**src/rtl/alu_issue_if.sv**
```systemverilog
// Instruction handshake between an instruction source and alu_issue_ctrl.
//   Instr_Valid : source has an instruction on Instr
//   Instr_Ready : controller can accept this cycle
//   Instr       : [15:13] opcode, [12:10] rd, [9:7] rs1, [6:4] rs2, [3:0] unused
interface alu_issue_if;
    logic        Instr_Valid;
    logic        Instr_Ready;
    logic [15:0] Instr;

    modport master (output Instr_Valid, output Instr, input  Instr_Ready);
    modport slave  (input  Instr_Valid, input  Instr, output Instr_Ready);
endinterface

```
**src/rtl/alu_issue_ctrl.sv**
```systemverilog
// Multi-cycle issue/writeback controller for an 8-bit combinational ALU.
// Accepts one register-register instruction per 3 cycles (IDLE -> OPER -> WB),
// holds an 8 x 8 register file, drives operands/opcode to the ALU in OPER and
// writes back result and flags at the OPER exit edge.
// Ports:
//   clk, rst_n                 : clock, async active-low reset
//   instr_if (slave)           : Instr_Valid / Instr_Ready / Instr
//   Load_En/Load_Addr/Load_Data: external rf write, honoured only in IDLE
//   Dbg_Addr/Dbg_Data          : combinational rf observation port
//   ALU_A/ALU_B/ALU_Code       : operands and opcode to the ALU
//   ALU_Out/ALU_Carry/ALU_Zero : ALU result and flags
//   Result/Carry_Flag/Zero_Flag: last written-back result and flags
//   Done                       : one-cycle pulse while in WB
module alu_issue_ctrl #(
    parameter int unsigned NUM_REGS = 8,
    parameter int unsigned DATA_W   = 8
) (
    input  logic              clk,
    input  logic              rst_n,
    alu_issue_if.slave        instr_if,
    input  logic              Load_En,
    input  logic [2:0]        Load_Addr,
    input  logic [DATA_W-1:0] Load_Data,
    input  logic [2:0]        Dbg_Addr,
    output logic [DATA_W-1:0] Dbg_Data,
    output logic [DATA_W-1:0] ALU_A,
    output logic [DATA_W-1:0] ALU_B,
    output logic [2:0]        ALU_Code,
    input  logic [DATA_W-1:0] ALU_Out,
    input  logic              ALU_Carry,
    input  logic              ALU_Zero,
    output logic [DATA_W-1:0] Result,
    output logic              Carry_Flag,
    output logic              Zero_Flag,
    output logic              Done
);

    localparam logic [2:0] OP_ADD = 3'b000;

    typedef enum logic [1:0] {IDLE, OPER, WB} state_t;

    state_t            state_q, state_d;
    logic [2:0]        op_q, op_d, rd_q, rd_d, rs1_q, rs1_d, rs2_q, rs2_d;
    logic [DATA_W-1:0] rf_q [NUM_REGS];
    logic [DATA_W-1:0] rf_d [NUM_REGS];
    logic [DATA_W-1:0] result_q, result_d;
    logic              carry_q, carry_d, zero_q, zero_d;
    logic              ready_q, ready_d, done_q, done_d;
    logic              unused_instr_bits;

    // Low instruction nibble carries no information.
    assign unused_instr_bits = ^instr_if.Instr[3:0];

    // Next-state, decode and writeback.
    always_comb begin
        state_d  = state_q;
        op_d     = op_q;
        rd_d     = rd_q;
        rs1_d    = rs1_q;
        rs2_d    = rs2_q;
        rf_d     = rf_q;
        result_d = result_q;
        carry_d  = carry_q;
        zero_d   = zero_q;
        case (state_q)
            IDLE: begin
                if (Load_En) begin
                    rf_d[Load_Addr] = Load_Data;
                end
                // ready_q is always 1 in IDLE, so Valid alone means accept.
                if (instr_if.Instr_Valid) begin
                    op_d    = instr_if.Instr[15:13];
                    rd_d    = instr_if.Instr[12:10];
                    rs1_d   = instr_if.Instr[9:7];
                    rs2_d   = instr_if.Instr[6:4];
                    state_d = OPER;
                end
            end
            OPER: begin
                rf_d[rd_q] = ALU_Out;
                result_d   = ALU_Out;
                zero_d     = ALU_Zero;
                // Carry is sticky across everything but ADD.
                if (op_q == OP_ADD) begin
                    carry_d = ALU_Carry;
                end
                state_d = WB;
            end
            WB:      state_d = IDLE;
            default: state_d = IDLE;
        endcase
        ready_d = (state_d == IDLE);
        done_d  = (state_d == WB);
    end

    // State and register file.
    always_ff @(posedge clk or negedge rst_n) begin
        if (!rst_n) begin
            state_q  <= IDLE;
            op_q     <= '0;
            rd_q     <= '0;
            rs1_q    <= '0;
            rs2_q    <= '0;
            result_q <= '0;
            carry_q  <= 1'b0;
            zero_q   <= 1'b0;
            ready_q  <= 1'b1;
            done_q   <= 1'b0;
            for (int i = 0; i < int'(NUM_REGS); i++) begin
                rf_q[i] <= '0;
            end
        end else begin
            state_q  <= state_d;
            op_q     <= op_d;
            rd_q     <= rd_d;
            rs1_q    <= rs1_d;
            rs2_q    <= rs2_d;
            result_q <= result_d;
            carry_q  <= carry_d;
            zero_q   <= zero_d;
            ready_q  <= ready_d;
            done_q   <= done_d;
            rf_q     <= rf_d;
        end
    end

    // Operands are only driven while the ALU result is being consumed.
    assign ALU_A    = (state_q == OPER) ? rf_q[rs1_q] : '0;
    assign ALU_B    = (state_q == OPER) ? rf_q[rs2_q] : '0;
    assign ALU_Code = op_q;

    assign Dbg_Data             = rf_q[Dbg_Addr];
    assign Result               = result_q;
    assign Carry_Flag           = carry_q;
    assign Zero_Flag            = zero_q;
    assign Done                 = done_q;
    assign instr_if.Instr_Ready = ready_q;

endmodule

```
**src/flat_wrapper.sv**
```systemverilog
// flat-port wrapper written by rule: the top's interface ports become plain ports
module alu_issue_ctrl_flat 
#(
    parameter int unsigned NUM_REGS = 8,
    parameter int unsigned DATA_W   = 8
)
  (clk, rst_n, Load_En, Load_Addr, Load_Data, Dbg_Addr, Dbg_Data, ALU_A, ALU_B, ALU_Code, ALU_Out, ALU_Carry, ALU_Zero, Result, Carry_Flag, Zero_Flag, Done, instr_if_Instr_Valid, instr_if_Instr, instr_if_Instr_Ready);
  alu_issue_if instr_if_i ();
  input  logic clk;
  input  logic rst_n;
  input  logic Load_En;
  input  logic [2:0] Load_Addr;
  input  logic [DATA_W-1:0] Load_Data;
  input  logic [2:0] Dbg_Addr;
  output logic [DATA_W-1:0] Dbg_Data;
  output logic [DATA_W-1:0] ALU_A;
  output logic [DATA_W-1:0] ALU_B;
  output logic [2:0] ALU_Code;
  input  logic [DATA_W-1:0] ALU_Out;
  input  logic ALU_Carry;
  input  logic ALU_Zero;
  output logic [DATA_W-1:0] Result;
  output logic Carry_Flag;
  output logic Zero_Flag;
  output logic Done;
  input wire logic [$bits(instr_if_i.Instr_Valid)-1:0] instr_if_Instr_Valid;
  input wire logic [$bits(instr_if_i.Instr)-1:0] instr_if_Instr;
  output wire logic [$bits(instr_if_i.Instr_Ready)-1:0] instr_if_Instr_Ready;
  assign instr_if_i.Instr_Valid = instr_if_Instr_Valid;
  assign instr_if_i.Instr = instr_if_Instr;
  assign instr_if_Instr_Ready = instr_if_i.Instr_Ready;
  alu_issue_ctrl #(.NUM_REGS(NUM_REGS), .DATA_W(DATA_W)) u_core (.clk(clk), .rst_n(rst_n), .instr_if(instr_if_i), .Load_En(Load_En), .Load_Addr(Load_Addr), .Load_Data(Load_Data), .Dbg_Addr(Dbg_Addr), .Dbg_Data(Dbg_Data), .ALU_A(ALU_A), .ALU_B(ALU_B), .ALU_Code(ALU_Code), .ALU_Out(ALU_Out), .ALU_Carry(ALU_Carry), .ALU_Zero(ALU_Zero), .Result(Result), .Carry_Flag(Carry_Flag), .Zero_Flag(Zero_Flag), .Done(Done));
endmodule
```
**config.mk**
```make
export PLATFORM = sky130hd
export DESIGN_NAME = alu_issue_ctrl_flat
export DESIGN_NICKNAME = d
export VERILOG_FILES = /design/src/rtl/alu_issue_if.sv /design/src/rtl/alu_issue_ctrl.sv /design/src/flat_wrapper.sv
export SDC_FILE = /design/constraint.sdc
export NUM_CORES = 1
export LEC_CHECK = 0
export BUFFER_PORTS_ARGS = -buffer_cell sky130_fd_sc_hd__buf_2
export CAP_MARGIN = 0
export CORE_MARGIN = 5
export CORE_UTILIZATION = 59
export CTS_CLUSTER_DIAMETER = 50
export DETAILED_ROUTE_END_ITERATION = 12
export GPL_TIMING_DRIVEN = 1
export HOLD_SLACK_MARGIN = 0.05
export PLACE_DENSITY_LB_ADDON = 0.2
export SYNTH_ARGS = -nofsm -noshare
export SYNTH_HDL_FRONTEND = slang
export SYNTH_SLANG_ARGS = --single-unit
```
**constraint.sdc**
```tcl
create_clock -name clk -period 2 [get_ports clk]
set_input_delay 0.2 -clock clk [delete_from_list [all_inputs] [get_ports clk]]
set_output_delay 0.2 -clock clk [all_outputs]
set_load 0.005 [all_outputs]
```
==> results of run 1 <==
repair_timing:
item	CTS	global route
buffers inserted	2	1
pin swaps	0	0
resized for setup	1	7
gates cloned	1	3
setup endpoints to repair	16	10
hold endpoints to repair	54	0
hold buffers	19	0
sequential cells by signal, summed over array words and instances (netlist names):
signal                       count
u_core.Result                    8
u_core.instr_if.Instr_Ready      1
u_core.Carry_Flag                1
u_core.state_q                   1
u_core.rs2_q                     3
u_core.ALU_Code                  3
u_core.rd_q                      3
u_core.Zero_Flag                 1
u_core.rf_q                     64
u_core.Done                      1
u_core.rs1_q                     3
worst max-delay path: stages (launching register included):
cell and delay, ns:
dfrtp_2 0.46, buf_12 0.19, mux2i_2 0.17, a22oi_2 0.27, and3_1 0.19, buf_2 0.11
synth_stat cells (all sizes together) (4+ instances only):
master   number  area share, %
nand4bb       9            1.7
a22oi        32            4.0
and3         16            1.7
nand4b        8            1.2
nand2        37            2.3
clkbuf       35            2.2
buf          20            1.8
o32ai        64            9.3
nor2b         4           0.41
mux2         85             17
mux2i        64             11
nand2b       13            1.3
o22ai         7            1.8
mux4         16            6.0
dfrtp        88             36
worst paths after layout:
| kind | from | to | cells past startpoint |
|---|---|---|---|
| min in group asynchronous | rst_n | u_core.rf_q[16] | 2 |
| hold / removal | ALU_Out[3] | u_core.Result[3] | 3 |
| hold reg to reg | u_core.Zero_Flag | u_core.Zero_Flag | 2 |
| setup / recovery | u_core.rs1_q[1] | ALU_A[2] | 5 |
| setup reg to reg | u_core.state_q[0] | u_core.rf_q[10] | 5 |
| max in group asynchronous | rst_n | u_core.rf_q[21] | 3 |
where the power goes:
group	switching, mW	internal (mW)	total (mW)
Sequential	0.399	2.18	2.57
Clock	0.690	0.518	1.21
Combinational	1.45	1.44	2.89
cells by family (layout without fill, tap and decap cells):
logic type,Yosys count,after routing
mux,165,165
simple gates,98,98
other cells,0,1
flops,89,89
buf+inv,56,163
compound gates,105,105
routing by layer:
layer / track usage, % / wire length (um)
met5: 0 / 0
met1: 38.7 / 7380
met2: 48.8 / 9260
met3: 9.55 / 2250
met4: 12.3 / 683
metrics by stage:
stage | util [%] | power [mW] | instance area (um^2) | hold slack (ns)
after CTS | 71.3 | 6.44 | 7230 | 0.0544
after detailed placement | 67.1 | 5.21 | 6810 | 0.218
after floorplan | - | 4.23 | 6030 | -0.0956
after global placement | 67.1 | 5.10 | 6810 | 0.211
after global routing | 72.4 | 6.97 | 7340 | 0.0743
final | 72.4 | 6.68 | 7340 | 0.0549
area by class of cell:
cell class	count	area [um^2]
Sequential cell	89	2230
Antenna cell	1	2.50
Clock inverter	4	27.5
Multi-Input combinational cell	368	3600
Fill cell	700	2800
Clock buffer	12	155
Inverter	1	6.26
Timing Repair Buffer	146	1150
Tap cell	136	170
==> reports/metrics.yaml, run 1 <==
cts_root_buf: "clkbuf_8"
async_flop_share_pct: 100
r2r_setup_slack_ns: 0.03
cap_violations: 0
gp_congestion: 0.874
synthSimpleGateAreaFrac_pct: 9.77
slew_headroom_pct: 62.6
via_per_inst: 7.10
setup_ws_ns: 0.0286
final_cell_mix: "dfrtp_1, buf_2, o32ai_1, mux2i_1, nand2_1"
leakage_nw: 3.36
grt.total_usage_pct: 30.5
setup_violations: 0
vias: 5376
power.density_nw_per_um2: 910
grt_max_degree: 41
synthAdderAreaFrac_pct: 0
clk_path_buf_depth: 2
post-place-ws_ns: 0.0542
final_common_cell: "dfrtp_1"
synth_xor_area_share_pct: 0
start_util_pct: 59.5
crit_type: "flop to output port"
worstMarginPinSlew_ns: 0.560
antenna_found_initial: 0
drt-initial-drc-count: 641
clkSinkCount: 89
syn2layout_area_growth_pct: 21.7
synth.avg_cell_area_um2: 11.8
muxShareOfSynthArea_pct: 33.9
yosys_warnings: 0
postRouteAntennaNets: 0
period_minus_slack_ns: 1.97
fmax_mhz: 507
cts_tree: "built"
htreeDepth: 3
stdcell_count: 757
die-area_um2: 12400
gr-total-overflow: 0
coreArea_um2: 10100
synth_cells: 513
die_w_um: 111
drcViolationCount: 0
tns_ns: 0
synth_edf_count: 0
cts_buffers: 9
hold_path_class: "input pin to flop"
drt_pass1_iterations: 6
fin_crit_sh_pct: 98.6
dieHeight_um: 111
fin_nets: 659
wl_um: 19600
hold_violations: 0
synth_cell_types: 33
cp-end-kind: "output port"
hpwl_um: 12700
ir_worst_vdd_mv: 0.574
port_buffers: 78
final_layout_size_suffix_gt1_share_pct: 36.6
crit_required_ns: 1.80
drv_slew: 0
placed_cells: 714
grt_pass1_wl_um: 29600
synth_top_family_by_area: "multiplexers"
synthesis.area_um2: 6030
ios: 83
cp_max_fo: 17
status: "finished, final reports clean"
synth_compound_area_share_pct: 15.4
ys_seq_area_share_pct: 36.9
ys.flop_type: "dfrtp_1"
ys_ff_latch: 89
skew_ns: 0.0149
worstSkewPairLatency_ns: 0.38
critPathLaunchType: "flop"
wl_per_cell_um: 25.9
path_clk_slew_ns: 0.09
grt_pass1_vias: 5457
arrival_ns: 1.77
synth_nets: 557
num_rows: 37
Note: power is estimated with default switching activity, not from simulation.
==> inputs of run 2 (changes only) <==
Settings changed: ABC_AREA set to 1, CORE_ASPECT_RATIO set to 0.6, CORE_UTILIZATION 59 to 55.
==> run 2 against run 1 <==
  * Wire length is 12% higher
  * Sequential share of layout area is 1.1 points lower
  * Clock-buffer cell count is 3 lower
  * Clock skew is 0.0032 ns lower
  * Critical endpoint is now ALU_A[1]
  * Sequential power is 4% lower
  * Highest routed layer unchanged
  * Fmax is 3.7% higher
  * Worst hold slack worse by 0.00084 ns
==> reports/metrics.yaml, run 2 <==
worstMarginPinSlew_ns: 0.579
cts_root_buf: "clkbuf_16"
final_common_cell: "nand2_1"
switching_power_mw: 3.00
top_layer_used: "met4"
crit_type: "flop to output port"
antenna_cells: 0
clk_path_buf_depth: 2
grt_pass1_wl_um: 35500
start_util_pct: 57.2
arrival_ns: 1.70
dieHeight_um: 94.5
htreeDepth: 3
syn2layout_area_growth_pct: 16.3
period_minus_slack_ns: 1.90
fmax_mhz: 526
crit_required_ns: 1.80
p_clk_share_pct: 25.6
skew_ns: 0.0116
synth.most_common_cell: "nand2_1"
largest_reg_flops: 64
antenna_found_initial: 0
wl_um: 21900
ys_ff_latch: 89
ir_worst_vdd_mv: 0.558
cp_max_fo: 27
grt.total_usage_pct: 32.1
gp_congestion: 1.03
power.internal_mw: 4.10
rsz0062_at_grt: "false"
hold_violations: 0
final_layout_size_suffix_gt1_share_pct: 14.6
via_per_inst: 5.51
hold_path_class: "input pin to flop"
ys_top_cells_by_count: "nand2_1, nand3_1, inv_1"
met3_wirelength_um: 2940
wl_per_cell_um: 16.6
worstSkewPairLatency_ns: 0.36
power_frac_seq_pct: 34.6
setup_violations: 0
critPathLaunchType: "flop"
largest_register: "u_core.rf_q"
nFillCells: 1047
leakage_nw: 4.37
place_area_um2: 7210
gr-total-overflow: 0
ys.flop_type: "dfrtp_1"
fin_crit_sh_pct: 95.1
synthesis.area_um2: 6540
yosys_warnings: 0
met1_length_um: 9630
num_rows: 30
fin_nets: 1200
synth_cells: 1075
wl_met2_um: 8930
die-area_um2: 14300
yosysTopAreaCell: "dfrtp_1"
hpwl_um: 16400
cp-end-kind: "output port"
synth_nets: 1119
cts_buffers: 9
combPwrFrac_pct: 39.7
postRouteAntennaNets: 0
tns_ns: 0
synthTopCellsByArea: "dfrtp_1, nand2_1, nand3_1"
slew_headroom_pct: 61.4
postCtsSetupRepairBufs: 0
clkSinkCount: 89
power.density_nw_per_um2: 932
synth_edf_count: 0
cap_violations: 0
sw_frac_of_total_pct: 42.2
vias: 7273
drcViolationCount: 0
status: "finished, final reports clean"
async_flop_share_pct: 100
synth_cell_types: 24
cts_tree: "built"
port_buffers: 78
drt-initial-drc-count: 863
grt_pass1_vias: 6815
die_w_um: 151
ios: 83
synth.avg_cell_area_um2: 6.09
drv_slew: 0
coreArea_um2: 11400
final_cell_mix: "nand2_1, nand3_1, inv_1, dfrtp_1, buf_2"
synth_top_area_share_pct: 33.7
path_clk_slew_ns: 0.07
grt_max_degree: 53
ys_seq_area_share_pct: 34.1
drt_pass1_iterations: 6
fin_area_um2: 7610
## run 2: cell types whose count changed after synthesis, moves of 33 or more
cell     before  now
nand2_1      37  513
nand3_1       0  149
inv_1         0   96
mux2i_1      64    0
o32ai_1      64    0
o21ai_0       0   63
nor2_1        2   44
mux2_1       33    0
## run 2: cells by family (layout without fill, tap and decap cells)
| logic type | Yosys count | after routing | share of synthesized area, % |
|---|---|---|---|
| compound gates | 96 | 96 | 8.26 |
| buf+inv | 149 | 235 | 9.10 |
| flops | 89 | 89 | 34.1 |
| simple gates | 741 | 741 | 48.6 |
## run 2: through the flow
step	utilization, %	worst slack (ns)	std cells	total power [mW]	hold slack (ns)
floorplan	-	0.561	1075	4.23	-0.0956
global placement	63.0	0.358	1297	5.13	0.204
CTS	66.4	0.0338	1321	7.01	0.0537
finish	66.5	0.0989	1321	7.09	0.0541
global route	66.5	0.0214	1321	7.56	0.0635
detailed placement	63.0	0.300	1297	5.18	0.201
## run 2: path summary, 6_finish.rpt
check / start / to / slack, ns / cells after the start
min in group asynchronous: rst_n / u_core.Result[3] / 0.36 / 2
hold / removal: instr_if_Instr[4] / u_core.rs2_q[0] / 0.05 / 3
setup reg to reg: u_core.rd_q[1] / u_core.rf_q[43] / 0.22 / 6
setup / recovery: u_core.rs1_q[0] / ALU_A[1] / 0.1 / 8
max in group asynchronous: rst_n / u_core.rs2_q[0] / 0.93 / 3
hold reg to reg: u_core.Result[2] / u_core.Result[2] / 0.48 / 2
## run 2: power groups by stage
stage	combinational [mW]	sequential, mW	clock, mW
2_1_floorplan	1.88	2.34	0
3_3_place_gp	2.66	2.47	0
3_5_place_dp	2.71	2.47	0
4_1_cts	2.73	2.44	1.83
5_1_grt	3.15	2.50	1.91
6_report	2.82	2.46	1.82
## run 2: per-layer routing
layer | GRT usage, % | up-vias
li1 | - | 3538
met1 | 45.4 | 3276
met2 | 45.3 | 414
met3 | 13.2 | 45
met4 | 8.30 | 0
met5 | 0 | -
## run 2: critical path: stages (launching register included)
cell	delay, ns
dfrtp_1	0.40
inv_2	0.14
buf_12	0.19
nand2_1	0.07
nand3_1	0.09
nand3_1	0.12
nand2_1	0.14
nor2_1	0.06
buf_2	0.12
## run 2: area by class of cell
type / count / area [um^2] / share of cell area [%]
Clock inverter: 7 / 83.8 / 1.10
Clock buffer: 9 / 225 / 2.96
Multi-Input combinational cell: 837 / 3730 / 49.0
Inverter: 102 / 385 / 5.06
Timing Repair Buffer: 117 / 763 / 10.0
Tap cell: 160 / 200 / 2.63
Sequential cell: 89 / 2230 / 29.3
## run 2: what timing repair did
item,in CTS,in global routing
endpoints found under the setup margin,5,8
hold buffers,8,0
gates resized for setup,3,4
endpoints found under the hold margin,43,0
==> inputs of run 3 (changes only) <==
Settings changed: CORE_UTILIZATION 55 to 59.
==> run 3 against run 2 <==
  * Critical path depth down 1
  * Clock power up 9%
  * Fmax up 2.3%
  * Combinational power down 4%
  * Worst hold slack worse by 0.0068 ns
  * Core utilization up 4.1 points
  * Via count up 2.3%
  * Largest power group unchanged
==> reports/metrics.yaml, run 3 (synthesis gave the netlist of run 2 again) <==
worstPathCellList: "buf_4 -> nand2_1 -> nand3_1 -> nand2_1 -> nor2_1 -> nor2_1 -> buf_2"
slew_headroom_pct: 58.6
cp-end-kind: "output port"
status: "finished, final reports clean"
drt-initial-drc-count: 1072
worstMarginPinSlew_ns: 0.621
start_util_pct: 61.1
final_core_util_pct: 70.6
via_per_inst: 5.74
drv_slew: 0
die-area_um2: 13400
gp_congestion: 1.03
grt_max_degree: 65
clkSinkCount: 89
met2_usage_pct: 47.3
worstSkewPairLatency_ns: 0.35
setup_violations: 0
vias: 7438
setup_ws_ns: 0.142
syn2layout_area_growth_pct: 15.5
tns_ns: 0
cp_max_fo: 32
die_w_um: 146
crit_required_ns: 1.80
fin_crit_sh_pct: 92.9
met1_usage_pct: 47.8
path_clk_slew_ns: 0.07
grt_pass1_vias: 6664
top_usage_layer: "met1"
skew_ns: 0.0109
grt_use_met3_pct: 12.1
htreeDepth: 3
final_layout_size_suffix_gt1_share_pct: 14.4
final_common_cell: "nand2_1"
period_minus_slack_ns: 1.86
largest_reg_flops: 64
grt.total_usage_pct: 33.3
wl_per_cell_um: 17.2
critPathLaunchType: "flop"
hold_violations: 0
cpPeakStageDelay_ns: 0.35
drcViolationCount: 0
cts_buffers: 9
power.density_nw_per_um2: 954
crit_type: "flop to output port"
drt_pass1_iterations: 7
num_rows: 29
largest_register: "u_core.rf_q"
cap_violations: 0
leakage_nw: 4.36
hpwl_um: 15700
final_cell_mix: "nand2_1, nand3_1, inv_1, dfrtp_1, buf_2"
cts_tree: "built"
gr-total-overflow: 0
clk_path_buf_depth: 2
ios: 83
dieHeight_um: 91.6
wl_um: 22300
coreArea_um2: 10700
postRouteAntennaNets: 0
grt_pass1_wl_um: 35300
ir_worst_vdd_mv: 0.604
post-place-ws_ns: 0.365
antenna_found_initial: 0
fin_nets: 1195
hold_path_class: "input pin to flop"
rsz0062_at_grt: "false"
cts_root_buf: "clkbuf_16"
postCtsSetupRepairBufs: 0
fmax_mhz: 538
slowest_stage: "buf_4"
port_buffers: 78
antenna_cells: 0
arrival_ns: 1.66
==> run 3: cell types whose count changed in the layout (fill, tap and decap cells not counted), sizes merged <==
cell	change
bufinv	+1
buf	-1
clkinv	-1
dlygate4sd3	-4
inv	-1
clkbuf	+1
==> run 3: through the flow <==
step / instances / power (mW) / hold slack [ns] / instance area, um^2
6_report: 1295 / 7.21 / 0.0473 / 7560
4_1_cts: 1295 / 7.10 / 0.0542 / 7550
3_5_place_dp: 1275 / 5.13 / 0.0276 / 7160
5_1_grt: 1295 / 7.63 / 0.0578 / 7560
2_1_floorplan: 1075 / 4.23 / -0.0956 / 6540
3_3_place_gp: 1275 / 5.08 / 0.0279 / 7160
==> run 3: power breakdown <==
part	leakage (nW)	switching (mW)	total (mW)	internal, mW
combinational	3.00	1.79	2.72	0.930
clock	0.168	0.817	1.98	1.16
sequential	1.19	0.372	2.51	2.14
total	4.36	2.98	7.21	4.23
==> run 3: worst paths after layout <==
check                                        from                to  slack, ns  cells past startpoint
worst max-delay path              u_core.rs1_q[0]          ALU_A[6]       0.14                      7
worst min-delay path            instr_if_Instr[9]   u_core.rs1_q[2]       0.05                      3
worst max register to register     u_core.rd_q[1]   u_core.rf_q[35]       0.34                      6
worst min register to register   u_core.Result[4]  u_core.Result[4]       0.48                      2
max in group asynchronous                   rst_n   u_core.rf_q[47]       1.20                      3
min in group asynchronous                   rst_n  u_core.Result[5]       0.20                      2
==> run 3: critical path, delay by kind of cell (launching register included) <==
kind,cells,cell delay [ns]
buffers and inverters,2,0.47
DFF,1,0.34
and+or+nand+nor,5,0.47
==> run 3: layer usage <==
layer  share of wire [%]  vias up  routed length, um
met5                   0        -                  0
met4                 2.1        0                461
met3                  15       62               3340
met2                  40      474               9020
met1                  42     3372               9450
li1                    -     3530                  -
==> run 3: what timing repair did <==
action | in CTS | in global routing
endpoints found under the hold margin | 91 | 0
hold buffers | 4 | 0
endpoints found under the setup margin | 5 | 11
gates resized for setup | 1 | 3
==> run 3: final cells by class <==
| cell class | count | area [um^2] |
|---|---|---|
| well taps | 139 | 174 |
| fillers | 955 | 3150 |
| repair buffers | 112 | 703 |
| clock buffers | 10 | 239 |
| flip-flops and latches | 89 | 2230 |
| inverters | 102 | 388 |
| multi-input cells | 837 | 3720 |
| clock inverters | 6 | 105 |
